<file path="config.mk">
export PLATFORM = sky130hd
export DESIGN_NAME = matrix_xfer_seq
export DESIGN_NICKNAME = d
export VERILOG_FILES = /design/src/rtl/matrix_xfer_seq.sv
export SDC_FILE = /design/constraint.sdc
export NUM_CORES = 1
export LEC_CHECK = 0
export CORE_MARGIN = 2
export CORE_UTILIZATION = 51
export DETAILED_ROUTE_END_ITERATION = 16
export GPL_ROUTABILITY_DRIVEN = 1
export GPL_TIMING_DRIVEN = 0
export HOLD_SLACK_MARGIN = 0.15
export PLACE_DENSITY = 0.81
export SYNTH_ARGS = -nofsm -noshare
export SYNTH_HDL_FRONTEND = slang
export SYNTH_SLANG_ARGS = --single-unit
</file>
<file path="constraint.sdc">
create_clock -name CLK -period 4.2 [get_ports CLK]
set_clock_uncertainty 0.1 [all_clocks]
set_input_delay 0.84 -clock CLK [delete_from_list [all_inputs] [get_ports CLK]]
set_output_delay 0.84 -clock CLK [all_outputs]
set_load 0.02 [all_outputs]
</file>
<file path="src/rtl/matrix_xfer_seq.sv">
// Command-driven load/unload sequencer: one we/re strobe per matrix element; load has zero added latency,
// unload reads with 1-cycle latency into a 2-entry credit buffer, so re stalls whenever two elements are held or in flight.
module matrix_xfer_seq #(
  parameter int MAT_IDX_SIZE_MSB = 3,
  parameter int DATA_MSB         = 15
) (
  input  logic                      CLK,
  input  logic                      RST_L,
  input  logic                      cmd_valid,
  output logic                      cmd_ready,
  input  logic                      cmd_op,
  input  logic [MAT_IDX_SIZE_MSB:0] cmd_row_idx_size,
  input  logic [MAT_IDX_SIZE_MSB:0] cmd_col_idx_size,
  output logic [MAT_IDX_SIZE_MSB:0] row_idx_size,
  output logic [MAT_IDX_SIZE_MSB:0] col_idx_size,
  input  logic                      in_valid,
  output logic                      in_ready,
  input  logic [DATA_MSB:0]         in_data,
  output logic                      we,
  output logic [DATA_MSB:0]         wdata,
  output logic                      re,
  input  logic [DATA_MSB:0]         rdata,
  output logic                      out_valid,
  input  logic                      out_ready,
  output logic [DATA_MSB:0]         out_data,
  output logic                      done
);

  localparam int IW = MAT_IDX_SIZE_MSB + 1;
  localparam int RW = 2 * IW + 1;

  typedef enum logic [1:0] {
    S_IDLE,
    S_LOAD,
    S_UNLOAD,
    S_DONE
  } state_t;

  state_t          state;
  logic [RW-1:0]   remaining;
  logic [RW-1:0]   issue_left;
  logic [RW-1:0]   row_cnt;
  logic [RW-1:0]   col_cnt;
  logic [RW-1:0]   cmd_count;
  logic [1:0]      occ;
  logic            inflight;
  logic            wr_ptr;
  logic            rd_ptr;
  logic            push;
  logic            pop;
  logic            last_xfer;
  logic [2:0]      outstanding;
  logic [DATA_MSB:0] skid_mem [2];

  assign row_cnt   = RW'(cmd_row_idx_size) + RW'(1);
  assign col_cnt   = RW'(cmd_col_idx_size) + RW'(1);
  assign cmd_count = row_cnt * col_cnt;

  assign we    = in_ready & in_valid;
  assign wdata = in_data;

  // Read data lands exactly one cycle after re; anything else on rdata is ignored.
  assign push      = inflight;
  assign out_valid = (occ != 2'd0);
  assign out_data  = skid_mem[rd_ptr];
  assign pop       = out_valid & out_ready;

  // Credits: held + in flight after this cycle's pop must leave room for one more.
  assign outstanding = {1'b0, occ} + {2'b00, inflight} - {2'b00, pop};
  assign re          = (state == S_UNLOAD) && (issue_left != '0) && (outstanding < 3'd2);
  assign last_xfer   = (remaining == RW'(1));

  always_ff @(posedge CLK) begin
    if (push) begin
      skid_mem[wr_ptr] <= rdata;
    end
  end

  always_ff @(posedge CLK or negedge RST_L) begin
    if (!RST_L) begin
      state        <= S_IDLE;
      cmd_ready    <= 1'b1;
      in_ready     <= 1'b0;
      done         <= 1'b0;
      row_idx_size <= '0;
      col_idx_size <= '0;
      remaining    <= '0;
      issue_left   <= '0;
      occ          <= 2'd0;
      inflight     <= 1'b0;
      wr_ptr       <= 1'b0;
      rd_ptr       <= 1'b0;
    end else begin
      inflight <= re;
      done     <= 1'b0;
      if (push) begin
        wr_ptr <= ~wr_ptr;
      end
      if (pop) begin
        rd_ptr <= ~rd_ptr;
      end
      occ <= occ + {1'b0, push} - {1'b0, pop};

      case (state)
        S_IDLE: begin
          if (cmd_valid && cmd_ready) begin
            state        <= cmd_op ? S_UNLOAD : S_LOAD;
            cmd_ready    <= 1'b0;
            in_ready     <= ~cmd_op;
            row_idx_size <= cmd_row_idx_size;
            col_idx_size <= cmd_col_idx_size;
            remaining    <= cmd_count;
            issue_left   <= cmd_count;
          end
        end
        S_LOAD: begin
          if (we) begin
            remaining <= remaining - RW'(1);
            if (last_xfer) begin
              state    <= S_DONE;
              in_ready <= 1'b0;
              done     <= 1'b1;
            end
          end
        end
        S_UNLOAD: begin
          if (re) begin
            issue_left <= issue_left - RW'(1);
          end
          // Completion is counted on the output side so the buffer is drained first.
          if (pop) begin
            remaining <= remaining - RW'(1);
            if (last_xfer) begin
              state <= S_DONE;
              done  <= 1'b1;
            end
          end
        end
        default: begin
          state     <= S_IDLE;
          cmd_ready <= 1'b1;
        end
      endcase
    end
  end

endmodule

</file>
* After elaboration in Yosys (flattened, before gate mapping)
Memories as Yosys holds them, arrays and structs flattened. Index checks and enable logic that the tools add are counted. Widths: inputs -> output; s select.
Word-level totals: bits in registers 36, bits in writable memories 32, input port bits 46, word-level logic and storage cells 77, memories kept 1
Memory list:
- skid_mem | depth 2, width 16, read ports 1, clocked after Yosys merged registers in 0, wr ports 1, line 53 | logic [DATA_MSB:0] skid_mem [2];
Operators by class: $add $sub $neg 8, multipliers 1, order comparisons 1, equality and inequality tests 8, muxes and demuxes 24, bitwise operators 6, reduce and logical (&&, ||, !) cells 16
Operators with widths (count):
- $mux 9 | 4
- $pmux 9 s3 | 1
- $pmux 9 s2 | 1
- $sub 9x1->9 const B | 2
- $add 4x1->5 const B | 2
- $mux 2 | 5
- $ne 2x2->1 const B | 5
- $eq 9x1->1 const B | 1
- $mul 5x5->9 | 1
- $mux 1 | 9
- $reduce_bool 9->1 | 1
- $reduce_and 4->1 | 2
- $pmux 1 s2 | 3
- $pmux 2 s3 | 1
- $reduce_and 3->1 | 2
- $reduce_bool 2->1 | 3
- $not 1->1 | 4
- $reduce_and 2->1 | 2
- $add 2x1->3 | 1
- $logic_and 1x1->1 | 3
- $lt 3x2->1 const B | 1
- $reduce_bool 3->1 | 1
- $sub 3x1->3 | 1
- $add 2x1->2 | 1
- 6 further kinds | 7

* Depth between registers and ports, before layout
depth after elaboration 7, depth in mapped cells 15, depth with buffers taken out 14

* Worst setup path before layout
OpenSTA, ideal clock, no wires.
kind input-to-reg, from input cmd_col_idx_size[0], to register remaining[8], data arrival time 4.318 ns, required time 3.996 ns, path slack -0.322 ns, cell stages on the path 14, cells stage by stage clkbuf_1 > nand3_1 > xor2_1 > nand2b_1 > fa_1 > fa_1 > fa_1 > inv_1 > ha_1 > nor2b_1 > o31a_1 > o22ai_1 > xnor2_1 > a221oi_1
On the way: longest elaborated chain between the ends 4
Ends and longest elaborated chain:
- start, declared | line 13 | input logic [MAT_IDX_SIZE_MSB:0] cmd_col_idx_size,
- $add 4x1->5 | line 56 | assign col_cnt = RW'(cmd_col_idx_size) + RW'(1);
- $mul 5x5->9 | line 57 | assign cmd_count = row_cnt * col_cnt;
- $mux 9 | line 106 | if (cmd_valid && cmd_ready) begin
- $pmux 9 s3 | line 104 | case (state)
- end signal, assigned | line 112 | remaining <= cmd_count;
- end signal, assigned | line 118 | remaining <= remaining - RW'(1);
- end signal, assigned | line 132 | remaining <= remaining - RW'(1);
- end, declared | line 40 | logic [RW-1:0] remaining;
No other way between the ends. The select of a mux whose other input is x is not followed. A chain may end at the register's enable or synchronous reset.

* Final worst setup path
from input cmd_row_idx_size[1], to register remaining[8]
On the way: longest elaborated chain between the ends 4
Ends and longest elaborated chain:
- start, declared | line 12 | input logic [MAT_IDX_SIZE_MSB:0] cmd_row_idx_size,
- $add 4x1->5 | line 55 | assign row_cnt = RW'(cmd_row_idx_size) + RW'(1);
- $mul 5x5->9 | line 57
- $mux 9 | line 106
- $pmux 9 s3 | line 104
No other way between the ends. The select of a mux whose other input is x is not followed.

==> metrics.md <==
| Metric | Value |
|---|---|
| Outcome | `finished clean` |
| Syn nets | `445` |
| Critical path's top delay family | `adder cells` |
| Largest net degree at the start of global routing | `37` |
| Number of global-route vias before repair | `3,119` |
| Req. time, crit path | `4.35 ns` |
| Clock root buffer | `clkbuf_8` |
| I/O pin count | `92` |
| Worst reg-to-reg path cell count | `12` |
| CP peak stage delay | `0.51 ns` |
| Die outline height | `93.1 µm` |
| Share of cells above drive strength 1 | `24.9%` |
| Synth Register Bits | `68` |
| Area after DPL | `5030 µm²` |
| Pwr dens | `646 nW/µm²` |
| CP Cell Sequence | `buf_8 > ha_4 > xnor2_4 > or2_4 > fa_1 > fa_1 > fa_1 > inv_2 > ha_4 > nor2b_4 > o31a_1 > o22ai_2 > xnor2_2 > a221oi_2` |
| CTS tree | `built` |
| Post-synth ARST share | `52.9%` |
| Crit path DAT | `4.25 ns` |
| H-tree depth | `3` |
| Number of port buffers | `75` |
| ANT nets after route | `0` |
| Startpoint types | `primary input` |
| Placed cells | `539` |
| RSZ-0062 raised after global routing | `yes` |
| Post-Route WL | `9220 µm` |
| Total area of sequential cells | `1860 µm²` |
| Dpl hpwl | `6870 µm` |
| Area occupied by multi-input gates | `2120 µm²` |
| Fillers | `585` |
| Achievable frequency | `244 MHz` |
| HP Start | `issue_left[2]$_DFFE_PN0P_` |
| Worst path bufs/invs | `2` |
| Syn Area/Cell | `11.2 µm²` |
| DRC | `0` |
| R2r startpoint | `occ[1]$_DFF_PN0_` |
| Tightest Pin Transition | `0.833 ns` |
| Synthesized instance count | `362` |
| Final slew viol count | `0` |
| Initial Util | `52.4%` |
| Area delta synth->final | `32.7%` |
| Most frequent cells in the layout | `66 x clkdlybuf4s50_1, 35 x dfrtp_1, 32 x edfxtp_1` |
| Finished Layout Cells | `563` |
| Total number of vias | `3,092` |
| Max Cap Violations | `0` |
| Fin crit share | `97.7%` |
| YS warnings | `0` |
| Cell variety after synth | `55` |
| Post-synthesis sequential area ratio | `46.0%` |
| Hold Crit Depth | `1` |
| Inserted Clock Buffers | `9` |
| Global route total overflow | `0` |
| Placeable Area | `7730 µm²` |
| Most used cell, CP | `fa_1` |
| Final Setup Violations | `0` |
| Crit Path Class | `in2reg` |
| Fin Hold WS | `0.413 ns` |
| Lkg Pwr | `2.25 nW` |
| Final #Nets | `539` |
| Row count | `32` |
| Cell Area, Synth | `4050 µm²` |
| Diode count | `0` |
| Die ar. | `8670 µm²` |
| Initial antenna violation count | `0` |
| WL per Instance | `16.4 µm` |
| DRT iter0 DRCs | `137` |
| Hold Path Class | `reg2reg` |
| CTS Sinks | `68` |
| First-pass GRT wire length | `14,800 µm` |
| Critical R2R Capture | `issue_left[1]$_DFFE_PN0P_` |
| Die W | `93.1 µm` |
| TNS Setup | `0 ns` |
| Final hold violations | `0` |
| Crit path time final | `4.10 ns` |
| Number of synthesized flops with an enable pin | `32` |
| Worst Hold Path EP | `issue_left[2]$_DFFE_PN0P_` |
| Worst Setup End Kind | `flop` |
| R2R setup slack | `0.96 ns` |
| Reg clk slew, reported paths | `0.07 ns` |
| Worst VDD drop | `398 µV` |
| GP Congestion | `0.886` |
| Deepest clock path buffer count | `2` |
| Commonest non-fill, non-tap cell in the layout | `clkdlybuf4s50_1` |
| Worst-Skew Late Latency | `0.34 ns` |
| Ys flop type | `dfrtp_1` |
| Via/cell ratio | `5.49` |
| Max-slew headroom | `44.5%` |
| All-layer global routing usage | `21.8%` |
| Slowest CP cell | `fa_1` |
| CP max FO | `3` |
| Final instance area | `5380 µm²` |
| Drt first pass iters | `4` |
where the power goes:
group          switching [mW]  leakage (nW)  internal (mW)
Combinational            1.02          1.44          0.853
Clock                   0.266        0.0860          0.217
Sequential              0.171         0.722          0.944
cells by family (layout without fill, tap and decap cells):
family	count (synthesis)	after routing	synth area share, %
flip-flops	68	68	46.0
AND/OR/NAND/NOR	96	96	12.1
AO/OA/AOI/OAI	63	63	10.9
buffers and inverters	54	153	6.64
multiplexers	30	30	8.28
XOR/XNOR	14	14	3.03
adder cells (fa/ha/maj)	37	37	13.1
sequential cells by signal, summed over array words and instances, names as in the netlist:
name	flops
wr_ptr	1
row_idx_size	4
in_ready	1
inflight	1
skid_mem	32
occ	2
cmd_ready	1
state	2
rd_ptr	1
done	1
issue_left	9
col_idx_size	4
remaining	9
repair_timing:
item,CTS,global route
hold buffers,0,0
buffers inserted,5,3
pin swaps,12,13
hold endpoints to repair,0,0
endpoints found under the setup margin,11,7
resized for setup,41,21
stage by stage:
step           power (mW)  util [%]  worst slack [ns]
2_1_floorplan        2.32         -           0.00117
3_3_place_gp         2.85      65.1            -0.803
3_5_place_dp         2.92      65.0            -0.933
4_1_cts              3.43      68.6           0.00474
5_1_grt              3.70      69.6           -0.0366
6_report             3.47      69.6            0.0957
cell type report:
class	instances	area share (%)
inverters	28	1.96
flip-flops and latches	68	34.7
well taps	102	2.37
clock inverters	7	0.954
clock buffers	9	2.30
plain buffers	26	3.31
multi-input cells	240	39.5
repair buffers	83	14.9
synth_stat cells (all sizes together), types with 9 or more instances:
master | n | area (µm²)
ha | 28 | 350
edfxtp | 32 | 961
o21ai | 14 | 70.1
xnor2 | 10 | 87.6
nand3 | 13 | 65.1
dfrtp | 35 | 876
mux2 | 25 | 285
nor2 | 34 | 128
buf | 20 | 141
inv | 28 | 105
nand2 | 11 | 41.3
fa | 9 | 180
a21oi | 14 | 73.8
nor3 | 10 | 50.1
worst max-delay path by stage:
stage                              startpoint                       end  slack, ns  depth (start not counted)
after floorplan           cmd_row_idx_size[0]  remaining[8]$_DFFE_PN0P_      0.001                         13
after global placement    cmd_col_idx_size[0]  remaining[8]$_DFFE_PN0P_      -0.80                         15
after detailed placement  cmd_row_idx_size[0]  remaining[8]$_DFFE_PN0P_      -0.93                         14
after CTS                 cmd_row_idx_size[0]  remaining[8]$_DFFE_PN0P_      0.005                         14
after global routing      cmd_col_idx_size[3]  remaining[8]$_DFFE_PN0P_      -0.04                         13
final                     cmd_row_idx_size[1]  remaining[8]$_DFFE_PN0P_        0.1                         14
per-layer routing:
metal	GRT usage (%)	part of all wire (%)
met4	9.31	2.1
met1	27.4	42
met3	3.30	4.4
met2	37.7	52
met5	0	0
Note: power is estimated with default switching activity, not from simulation.
